## src/rtl/mem_arbiter.sv

```systemverilog
// Round-robin arbiter sharing one memory port between IFU reads and LSU reads/writes.
// One transaction in flight; response strobe no earlier than 3 cycles after accept; ready only in IDLE.
module mem_arbiter #(
  parameter int ADDR_W  = 32,
  parameter int DATA_W  = 32,
  parameter int TIMEOUT = 255
) (
  input  logic                clk,
  input  logic                rst,
  input  logic                ifu_req_valid,
  output logic                ifu_req_ready,
  input  logic [ADDR_W-1:0]   ifu_addr,
  output logic                ifu_rsp_valid,
  output logic [DATA_W-1:0]   ifu_rsp_data,
  output logic                ifu_rsp_err,
  input  logic                lsu_req_valid,
  output logic                lsu_req_ready,
  input  logic [ADDR_W-1:0]   lsu_addr,
  input  logic [DATA_W-1:0]   lsu_wdata,
  input  logic                lsu_wen,
  input  logic [DATA_W/8-1:0] lsu_wmask,
  output logic                lsu_rsp_valid,
  output logic [DATA_W-1:0]   lsu_rsp_data,
  output logic                lsu_rsp_err,
  output logic                mem_req_valid,
  input  logic                mem_req_ready,
  output logic [ADDR_W-1:0]   mem_addr,
  output logic [DATA_W-1:0]   mem_wdata,
  output logic                mem_wen,
  output logic [DATA_W/8-1:0] mem_wmask,
  input  logic                mem_rsp_valid,
  input  logic [DATA_W-1:0]   mem_rsp_data
);

  localparam int MASK_W = DATA_W / 8;
  localparam int WD_W   = (TIMEOUT > 0) ? $clog2(TIMEOUT + 1) : 1;
  localparam logic OWN_IFU = 1'b0;
  localparam logic OWN_LSU = 1'b1;

  typedef enum logic [1:0] {S_IDLE, S_REQ, S_WAIT, S_RESP} state_t;

  state_t              state_q, state_d;
  logic                last_grant_q, last_grant_d;
  logic                owner_q, owner_d;
  logic [ADDR_W-1:0]   addr_q, addr_d;
  logic [DATA_W-1:0]   wdata_q, wdata_d;
  logic                wen_q, wen_d;
  logic [MASK_W-1:0]   wmask_q, wmask_d;
  logic [WD_W-1:0]     wd_q, wd_d;
  logic [DATA_W-1:0]   ifu_data_q, ifu_data_d;
  logic                ifu_err_q, ifu_err_d;
  logic [DATA_W-1:0]   lsu_data_q, lsu_data_d;
  logic                lsu_err_q, lsu_err_d;

  logic                ifu_win, lsu_win;
  logic [WD_W-1:0]     wd_nxt;

  // On a tie the requester that was not granted last time wins.
  assign ifu_win = ifu_req_valid && (!lsu_req_valid || (last_grant_q == OWN_LSU));
  assign lsu_win = lsu_req_valid && !ifu_win;
  assign wd_nxt  = wd_q + WD_W'(1);

  assign ifu_req_ready = (state_q == S_IDLE) && ifu_win;
  assign lsu_req_ready = (state_q == S_IDLE) && lsu_win;

  assign mem_req_valid = (state_q == S_REQ);
  assign mem_addr      = addr_q;
  assign mem_wdata     = wdata_q;
  assign mem_wen       = wen_q;
  assign mem_wmask     = wmask_q;

  assign ifu_rsp_valid = (state_q == S_RESP) && (owner_q == OWN_IFU);
  assign lsu_rsp_valid = (state_q == S_RESP) && (owner_q == OWN_LSU);
  assign ifu_rsp_data  = ifu_data_q;
  assign ifu_rsp_err   = ifu_err_q;
  assign lsu_rsp_data  = lsu_data_q;
  assign lsu_rsp_err   = lsu_err_q;

  always_comb begin
    state_d      = state_q;
    last_grant_d = last_grant_q;
    owner_d      = owner_q;
    addr_d       = addr_q;
    wdata_d      = wdata_q;
    wen_d        = wen_q;
    wmask_d      = wmask_q;
    wd_d         = wd_q;
    ifu_data_d   = ifu_data_q;
    ifu_err_d    = ifu_err_q;
    lsu_data_d   = lsu_data_q;
    lsu_err_d    = lsu_err_q;

    case (state_q)
      S_IDLE: begin
        if (ifu_win) begin
          state_d      = S_REQ;
          last_grant_d = OWN_IFU;
          owner_d      = OWN_IFU;
          addr_d       = ifu_addr;
          wdata_d      = '0;
          wen_d        = 1'b0;
          wmask_d      = '0;
        end else if (lsu_win) begin
          state_d      = S_REQ;
          last_grant_d = OWN_LSU;
          owner_d      = OWN_LSU;
          addr_d       = lsu_addr;
          wdata_d      = lsu_wdata;
          wen_d        = lsu_wen;
          wmask_d      = lsu_wen ? lsu_wmask : '0;
        end
      end
      S_REQ: begin
        if (mem_req_ready) begin
          state_d = S_WAIT;
          wd_d    = '0;
        end
      end
      S_WAIT: begin
        if (mem_rsp_valid) begin
          state_d = S_RESP;
          if (owner_q == OWN_IFU) begin
            ifu_data_d = mem_rsp_data;
            ifu_err_d  = 1'b0;
          end else begin
            lsu_data_d = mem_rsp_data;
            lsu_err_d  = 1'b0;
          end
        end else if (TIMEOUT != 0) begin
          wd_d = wd_nxt;
          // Counter reaches TIMEOUT on the transition out, so it never wraps.
          if (wd_nxt == WD_W'(TIMEOUT)) begin
            state_d = S_RESP;
            if (owner_q == OWN_IFU) begin
              ifu_data_d = '0;
              ifu_err_d  = 1'b1;
            end else begin
              lsu_data_d = '0;
              lsu_err_d  = 1'b1;
            end
          end
        end
      end
      S_RESP: begin
        state_d = S_IDLE;
      end
      default: begin
        state_d = S_IDLE;
      end
    endcase
  end

  always_ff @(posedge clk or posedge rst) begin
    if (rst) begin
      state_q      <= S_IDLE;
      last_grant_q <= OWN_LSU;
      owner_q      <= OWN_IFU;
      addr_q       <= '0;
      wdata_q      <= '0;
      wen_q        <= 1'b0;
      wmask_q      <= '0;
      wd_q         <= '0;
      ifu_data_q   <= '0;
      ifu_err_q    <= 1'b0;
      lsu_data_q   <= '0;
      lsu_err_q    <= 1'b0;
    end else begin
      state_q      <= state_d;
      last_grant_q <= last_grant_d;
      owner_q      <= owner_d;
      addr_q       <= addr_d;
      wdata_q      <= wdata_d;
      wen_q        <= wen_d;
      wmask_q      <= wmask_d;
      wd_q         <= wd_d;
      ifu_data_q   <= ifu_data_d;
      ifu_err_q    <= ifu_err_d;
      lsu_data_q   <= lsu_data_d;
      lsu_err_q    <= lsu_err_d;
    end
  end

endmodule

```

## config.mk

```make
export PLATFORM = sky130hd
export DESIGN_NAME = mem_arbiter
export DESIGN_NICKNAME = d
export VERILOG_FILES = /design/src/rtl/mem_arbiter.sv
export SDC_FILE = /design/constraint.sdc
export NUM_CORES = 1
export LEC_CHECK = 0
export BUFFER_PORTS_ARGS = -buffer_cell sky130_fd_sc_hd__buf_2
export CAP_MARGIN = 15
export CORE_MARGIN = 4
export CORE_UTILIZATION = 23
export CTS_CLUSTER_DIAMETER = 30
export DETAILED_ROUTE_END_ITERATION = 8
export PLACE_DENSITY = 0.48
export SETUP_SLACK_MARGIN = 0.1
export SLEW_MARGIN = 20
export SYNTH_ARGS = -nofsm -noshare
export SYNTH_HDL_FRONTEND = slang
export SYNTH_SLANG_ARGS = --single-unit
```

## constraint.sdc

```tcl
create_clock -name clk -period 4.8 [get_ports clk]
set_clock_uncertainty 0.15 [all_clocks]
set_input_delay 0.96 -clock clk [delete_from_list [all_inputs] [get_ports clk]]
set_output_delay 0.96 -clock clk [all_outputs]
set_load 0.1 [all_outputs]
```

# Yosys cells after proc, flatten, opt, wreduce, memory -nomap -nowiden
# Cells that the tools add are included.
dict set report classes {
  add_sub_neg 1
  mul 0
  div_mod_pow 0
  order_cmp 0
  n_eq_ne 8
  shift 0
  mux 36
  bitwise_logic 1
  reduce_logical 18
}
# op n
set op_table {}
lappend op_table {{$mux W32} 12}
lappend op_table {{$mux W8} 2}
lappend op_table {{$pmux W8 S2} 1}
lappend op_table {{$mux W1} 12}
lappend op_table {{$mux W4} 3}
lappend op_table {{$reduce_and A3 Y1} 4}
lappend op_table {{$mux W2} 5}
lappend op_table {{$add A8 B1 Y8 const B} 1}
lappend op_table {{$eq A8 B8 Y1 const B} 1}
lappend op_table {{$pmux W2 S4} 1}
lappend op_table {{$logic_and A1 B1 Y1} 6}
lappend op_table {{$ne A3 B3 Y1 const B} 2}
lappend op_table {{$reduce_bool A2 Y1} 3}
lappend op_table {{$eq A2 B2 Y1 const B} 2}
lappend op_table {{$eq A2 B1 Y1 const B} 1}
lappend op_table {{$logic_not A1 Y1} 2}
lappend op_table {{$logic_not A2 Y1} 1}
lappend op_table {{$ne A2 B1 Y1 const B} 1}
lappend op_table {{$ne A2 B2 Y1 const B} 1}
lappend op_table {{$reduce_and A2 Y1} 1}
lappend op_table {{$logic_or A1 B1 Y1} 1}
lappend op_table {{$not A1 Y1} 1}
dict set report word_totals {
  reg_bits 147
  latch_bits 0
  mem_bits_rw 0
  rom_bits 0
  input_bits 139
  memories 0
}

# Depth between registers and ports, before layout
# Gate-level depths: netlist of the first run.
dict set report depth {
  word_depth 8
  depth_mapped 8
  mapped_depth_nobuf 8
}

# Worst setup path before layout of the first run
# OpenSTA, ideal clock, no wires.
dict set report synth_timing {
  path_type {input -> output}
  startpoint {input lsu_req_valid}
  endpoint {output ifu_req_ready}
  arrival_ns 2.832
  path_slack_ns 0.858
  stages 4
  cell_sequence {inv_1 -> o21ai_1 -> clkbuf_1 -> nor2_1}
}
dict set report synth_via {
  elab_chain_cells 4
}
# element line_no
set synth_lines {}
lappend synth_lines {{start: declaration} 16} ;# input logic lsu_req_valid,
lappend synth_lines {{$logic_not A1 Y1} 59} ;# assign ifu_win = ifu_req_valid && (!lsu_req_valid || (last_grant_q == OWN_LSU));
lappend synth_lines {{$logic_or A1 B1 Y1} 59}
lappend synth_lines {{$logic_and A1 B1 Y1} 59}
lappend synth_lines {{$logic_and A1 B1 Y1} 63} ;# assign ifu_req_ready = (state_q == S_IDLE) && ifu_win;
lappend synth_lines {{end: declaration} 11} ;# output logic ifu_req_ready,
# No other way between the ends.

# Final worst setup path of the first run
dict set report layout_timing {
  startpoint {register state_q[0]}
  endpoint {output ifu_req_ready}
}
dict set report layout_via {
  elab_chain_cells 2
}
# element line_no
set layout_lines {}
lappend layout_lines {{start: declaration} 42} ;# state_t state_q, state_d;
lappend layout_lines {{start signal: assignment} 168} ;# state_q <= state_d;
lappend layout_lines {{$logic_not A2 Y1} 63}
lappend layout_lines {{$logic_and A1 B1 Y1} 63}
# No other way between the ends.

==> summary.txt, run 1 <==
CTS
  – # Post-CTS Setup Buffers: 0
  – CTS tree: done
  – PostCTS Resize Cnt: 0
  – Worst skew pair latency: 410 ps
  – Register clock-pin slew on the reported worst setup and hold paths: 60 ps
  – Clock root cell: clkbuf_16
  – Clock Path Buffers: 2
  – CTS H-Tree Depth: 4
  – CTS hold repair buffers: 0
  – CTS Buf Count: 17
  – Clk sink count: 147

Worst setup path
  – CP endpoint kind: output port
  – RR Startpoint: wd_q[0]
  – Crit-path max FO: 6
  – R2r endpoint: ifu_rsp_data[2]
  – R2r worst-path depth: 7
  – Worst EP required: 3690 ps
  – WS Path Type: flip-flop to output port
  – Critical Path Source Type: flip-flop
  – Data arrival time at the worst-slack endpoint: 1970 ps
  – R2r setup slk: 1870 ps

Synth
  – Synth unique cells: 39
  – Yosys warnings: 0
  – Main synth FF type: dfrtp_1
  – Synthesized area: 5940 sq um
  – Syn_area_per_cell: 12.6 sq um
  – Post-synth EDFFs: 0
  – Post-synthesis register bit count: 147
  – Post-synthesis sequential area ratio: 61.9%
  – Ys async rst share: 100%
  – Synth Instances: 472
  – Syn_nets: 618

Timing
  – Final setup viols: 0
  – Fin crit period: 3080 ps
  – Setup TNS: 0 ps
  – Worst-Margin Slew: 957 ps
  – Tcrit/Tclk final: 64.2%
  – Final worst setup slack: 1720 ps
  – Final hold vios: 0
  – Max-slew violations: 0
  – RSZ-0062 raised after global routing: false
  – Max Fclk: 0.324 GHz
  – Slew headroom: 36.2%

Routing
  – Remaining antenna violation count after routing: 0
  – DRC: 0
  – Drt initial violations: 350
  – WL/cell: 16.3 um
  – Vias: 4769
  – Drt pass-1 iters: 4
  – Vias per cell: 4.39
  – Routed WL: 17.7 mm

Final layout
  – Ratio of cells with drive above 1 in the final layout: 43.0%
  – Commonest cells after routing, fill and taps aside: buf_2 (277), dfrtp_1 (146), a22o_1 (102), nand2_1 (39), o21ai_0 (38)
  – Area Growth Syn to Fin: 39.5%
  – Most common cell after layout, fill and taps aside: buf_2
  – Filler cells: 2626
  – Nets@finish: 889
  – # diodes: 0

Die
  – IO Count: 279
  – Std cell rows: 58
  – Initial Utilization: 23.5%
  – Die area: 28500 sq um
  – Die X: 169 um
  – Die height: 169 um
  – Core ar.: 25300 sq um

Hold path
  – Hold Crit Class: flip-flop to flip-flop
  – Worst hold stages: 2
  – Hold_sp: mem_addr[27]
  – Hold Path End: mem_addr[27]

Global route
  – First-pass GRT wire length: 27.7 mm
  – GRT met1 Usage: 16.4%
  – Routing usage on met3: 4.23%
  – Met2 Track Usage GR: 18.4%
  – Vias in the first global route: 4853
  – Largest net degree at the start of global routing: 102
  – Total Routing Usage GR: 12.2%
  – GRT Max-Usage Layer: met2
  – Initial antenna violation count: 0
  – Total grt overflow: 0

Placed design
  – IO buf count: 278
  – Worst slack at placement: 1800 ps
  – GPL Wtd Cong: 0.784
  – DPL Wire Length: 12.7 mm

Job
  – Max-cap violations: 0

Status
  – Status: completed
[Yosys cell counts (all sizes together) (4+ instances only)]
library cell,number,area [sq um]
ha,7,87.6
nand2b,5,31.3
nor2,10,37.5
mux2i,32,320
nand2,39,146
buf,12,73.8
a22o,102,893
clkbuf,23,86.3
and3,4,25.0
a21oi,5,25.0
a32o,4,40.0
inv,9,33.8
o21ai,41,209
dfrtp,146,3650
[how the worst max path moves through the flow]
| stage | from | end | slack [ps] | cells past startpoint |
|---|---|---|---|---|
| final | state_q[0] | ifu_req_ready | 1720 | 5 |
| after global routing | state_q[0] | ifu_req_ready | 1590 | 5 |
| after CTS | state_q[0] | ifu_req_ready | 1670 | 5 |
| after detailed placement | lsu_req_valid | ifu_req_ready | 1800 | 5 |
| after global placement | lsu_req_valid | ifu_req_ready | 1790 | 5 |
| after floorplan | lsu_req_valid | ifu_req_ready | 860 | 4 |
[state kept, by name, summed over array words and instances (netlist names)]
name          flops
lsu_rsp_data     32
mem_wen           1
lsu_rsp_err       1
owner_q           1
mem_wmask         4
last_grant_q      1
mem_wdata        32
wd_q              8
ifu_rsp_data     32
mem_addr         32
state_q           2
ifu_rsp_err       1
[cell type report]
type                    instances  area, sq um  share of cell area [%]
repair buffers                287         1470                    17.8
clock inverters                13          144                    1.74
flip-flops and latches        147         3680                    44.4
clock buffers                  19          443                    5.34
well taps                     330          413                    4.98
inverters                       9         37.5                   0.453
multi-input cells             281         2100                    25.3
[cell families after synthesis]
| kind of cell | count (synthesis) | share of synthesized area (%) |
|---|---|---|
| compound gates | 163 | 21.4 |
| xor+xnor | 4 | 0.589 |
| fa+ha+maj | 7 | 1.47 |
| buf+inv | 44 | 3.26 |
| flops | 147 | 61.9 |
| mux | 33 | 5.58 |
| simple gates | 74 | 5.79 |
[critical path: stages, from the launching register on]
cell and delay (ps):
dfrtp_1 400, inv_1 120, ha_1 310, inv_1 90, nor2_1 180, buf_2 460
[through the flow]
stage          std cells  instance area, sq um  hold WS (ps)  util (%)
6_report            1086                  8290           322      32.7
5_1_grt             1086                  8290           348      32.7
4_1_cts             1086                  8290           330      32.7
3_5_place_dp        1054                  7700           316      30.4
3_3_place_gp        1054                  7700           307      30.4
2_1_floorplan        472                  5950           354         -
[metal layers]
metal  wire [um]  part of all wire, %  vias up
met5           0                    0        -
met2        7890                   44      221
met1        8000                   45     2239
met3        1640                  9.2       14
li1            -                    -     2295
met4         214                  1.2        0
Power of run 1 is not shown: default switching activity piles up to over one toggle a cycle in this logic, so the estimate is an artifact.
==> inputs of run 2 (changes only) <==
==> constraint.sdc (replaced) <==
create_clock -name clk -period 2.7 [get_ports clk]
set_clock_uncertainty 0.15 [all_clocks]
set_input_delay 0.54 -clock clk [delete_from_list [all_inputs] [get_ports clk]]
set_output_delay 0.54 -clock clk [all_outputs]
set_load 0.1 [all_outputs]
==> run 2 against run 1 <==
  * Global-route usage is 0.15 points higher
  * Critical path depth is 3 higher
  * Non-clock buffer count is 16 higher
  * Sequential share of layout area is 1.3 points lower
  * Count of clock-buffer cells in the layout is 1 lower
  * Via count is 1.0% higher
  * Die area stayed put
  * Critical endpoint is now ifu_rsp_data[13]
==> summary.txt, run 2 (synthesis results as in run 1) <==
Worst setup path
  – R2r setup slk: 130 ps (-1740 ps)
  – Critical Path Source Type: flip-flop
  – RR Startpoint: wd_q[1]
  – Worst EP required: 2850 ps (-840 ps)
  – R2r endpoint: ifu_rsp_data[13]
  – WS Path Type: flip-flop to flip-flop
  – CP endpoint kind: flip-flop
  – Data arrival time at the worst-slack endpoint: 2710 ps (+740 ps)
  – R2r worst-path depth: 8 (+1)
  – Crit-path max FO: 32 (+26)

CTS
  – Register clock-pin slew on the reported worst setup and hold paths: 70 ps (about the same)
  – Worst skew pair latency: 420 ps (about the same)
  – CTS Buf Count: 17 (unchanged)
  – Clk sink count: 147 (unchanged)
  – Clock root cell: clkbuf_16
  – CTS hold repair buffers: 0 (unchanged)
  – Clock Path Buffers: 2 (unchanged)
  – CTS H-Tree Depth: 4 (unchanged)
  – CTS tree: done

Global route
  – First-pass GRT wire length: 28.1 mm (+1.2%)
  – Vias in the first global route: 4956 (+2.1%)
  – GRT met1 Usage: 16.0% (-0.44 points)
  – Routing usage on met3: 4.23% (unchanged)
  – Initial antenna violation count: 1 (+1)
  – Total Routing Usage GR: 12.3% (+0.15 points)
  – Met2 Track Usage GR: 19.7% (+1.3 points)
  – Largest net degree at the start of global routing: 105 (+2.9%)
  – Total grt overflow: 0 (unchanged)
  – GRT Max-Usage Layer: met2

Job
  – Max-cap violations: 0 (unchanged)

Placed design
  – GPL Wtd Cong: 0.734 (-6.4%)
  – IO buf count: 278 (unchanged)
  – Placed insts: 1061 (+0.66%)
  – DPL Wire Length: 12.8 mm (+0.70%)

Routing
  – Vias per cell: 4.37 (-0.51%)
  – Remaining antenna violation count after routing: 0 (unchanged)
  – Routed WL: 18.3 mm (+3.0%)
  – WL/cell: 16.6 um (+1.4%)
  – Vias: 4819 (+1.0%)
  – Drt pass-1 iters: 4 (unchanged)
  – DRC: 0 (unchanged)
  – Drt initial violations: 330 (-5.7%)

Final layout
  – Area Growth Syn to Fin: 43.8%
  – Nets@finish: 905 (+1.8%)
  – Most common cell after layout, fill and taps aside: buf_2
  – Commonest cells after routing, fill and taps aside: buf_2 (276), dfrtp_1 (144), a22o_1 (102), nand2_1 (38), o21ai_0 (38)
  – Final cell count without fillers: 1103 (+1.6%)
  – Ratio of cells with drive above 1 in the final layout: 45.3% (+2.3 points)
  – Final Util: 33.8% (+1.0 points)

Die
  – IO Count: 279 (unchanged)
  – Die height: 169 um (unchanged)
  – Die area: 28500 sq um (unchanged)
  – Std cell rows: 58 (unchanged)
  – Initial Utilization: 23.5% (unchanged)
  – Core ar.: 25300 sq um (unchanged)
  – Die X: 169 um (unchanged)

Timing
  – Tcrit/Tclk final: 95.0%
  – Final hold vios: 0 (unchanged)
  – Fin crit period: 2570 ps
  – Worst-Margin Slew: 709 ps (-248 ps)
  – RSZ-0062 raised after global routing: true
  – Setup TNS: 0 ps (unchanged)
  – Max-slew violations: 0 (unchanged)
  – Slew headroom: 52.3% (+16 points)
  – Final setup viols: 0 (unchanged)
  – Max Fclk: 0.390 GHz

Status
  – Status: completed

Hold path
  – Hold Crit Class: input pin to async pin
-- run 2: critical path: stages, from the launching register on --
cell and delay, ps:
dfrtp_1 420, ha_4 200, or4_1 470, and3_4 190, a2111oi_4 380, buf_4 190, o21ai_2 60, buf_12 180
a22o_1 190
-- run 2: through the flow --
| stage | instance area [sq um] | worst slack, ps | hold WS, ps |
|---|---|---|---|
| 3_5_place_dp | 7790 | 117 | 316 |
| 3_3_place_gp | 7790 | 145 | 307 |
| 4_1_cts | 8410 | 115 | 157 |
| 5_1_grt | 8550 | 61.0 | 157 |
| 2_1_floorplan | 5960 | 138 | 354 |
| 6_report | 8550 | 134 | 108 |
-- run 2: repair_timing --
| action | 4_1_cts | 5_1_grt |
|---|---|---|
| cloned | 0 | 3 |
| pin swaps | 1 | 8 |
| setup buffers | 0 | 6 |
| gates resized for setup | 3 | 10 |
| endpoints found under the setup margin | 2 | 67 |
-- run 2: worst max path at each step --
stage	end	startpoint	slack, ps
after CTS	lsu_rsp_data[15]	wd_q[0]	110
after floorplan	lsu_rsp_data[0]	wd_q[0]	140
after detailed placement	lsu_rsp_data[15]	wd_q[0]	120
final	ifu_rsp_data[13]	wd_q[1]	130
after global placement	lsu_rsp_data[4]	wd_q[0]	150
after global routing	ifu_rsp_data[11]	wd_q[1]	60
-- run 2: per-layer routing --
layer / vias to the layer above / wire length, um
li1: 2331 / -
met1: 2270 / 7920
met2: 201 / 8610
met3: 15 / 1510
met4: 2 / 229
met5: - / 13
-- run 2: final cells by class --
type,instances,area [sq um]
diodes,1,2.50
clock buffers,18,439
clock inverters,14,159
fillers,2549,16800
inverters,9,37.5
multi-input cells,281,2140
flip-flops and latches,147,3680
well taps,330,413
repair buffers,303,1680
Power of run 2 is left out for the same reason.
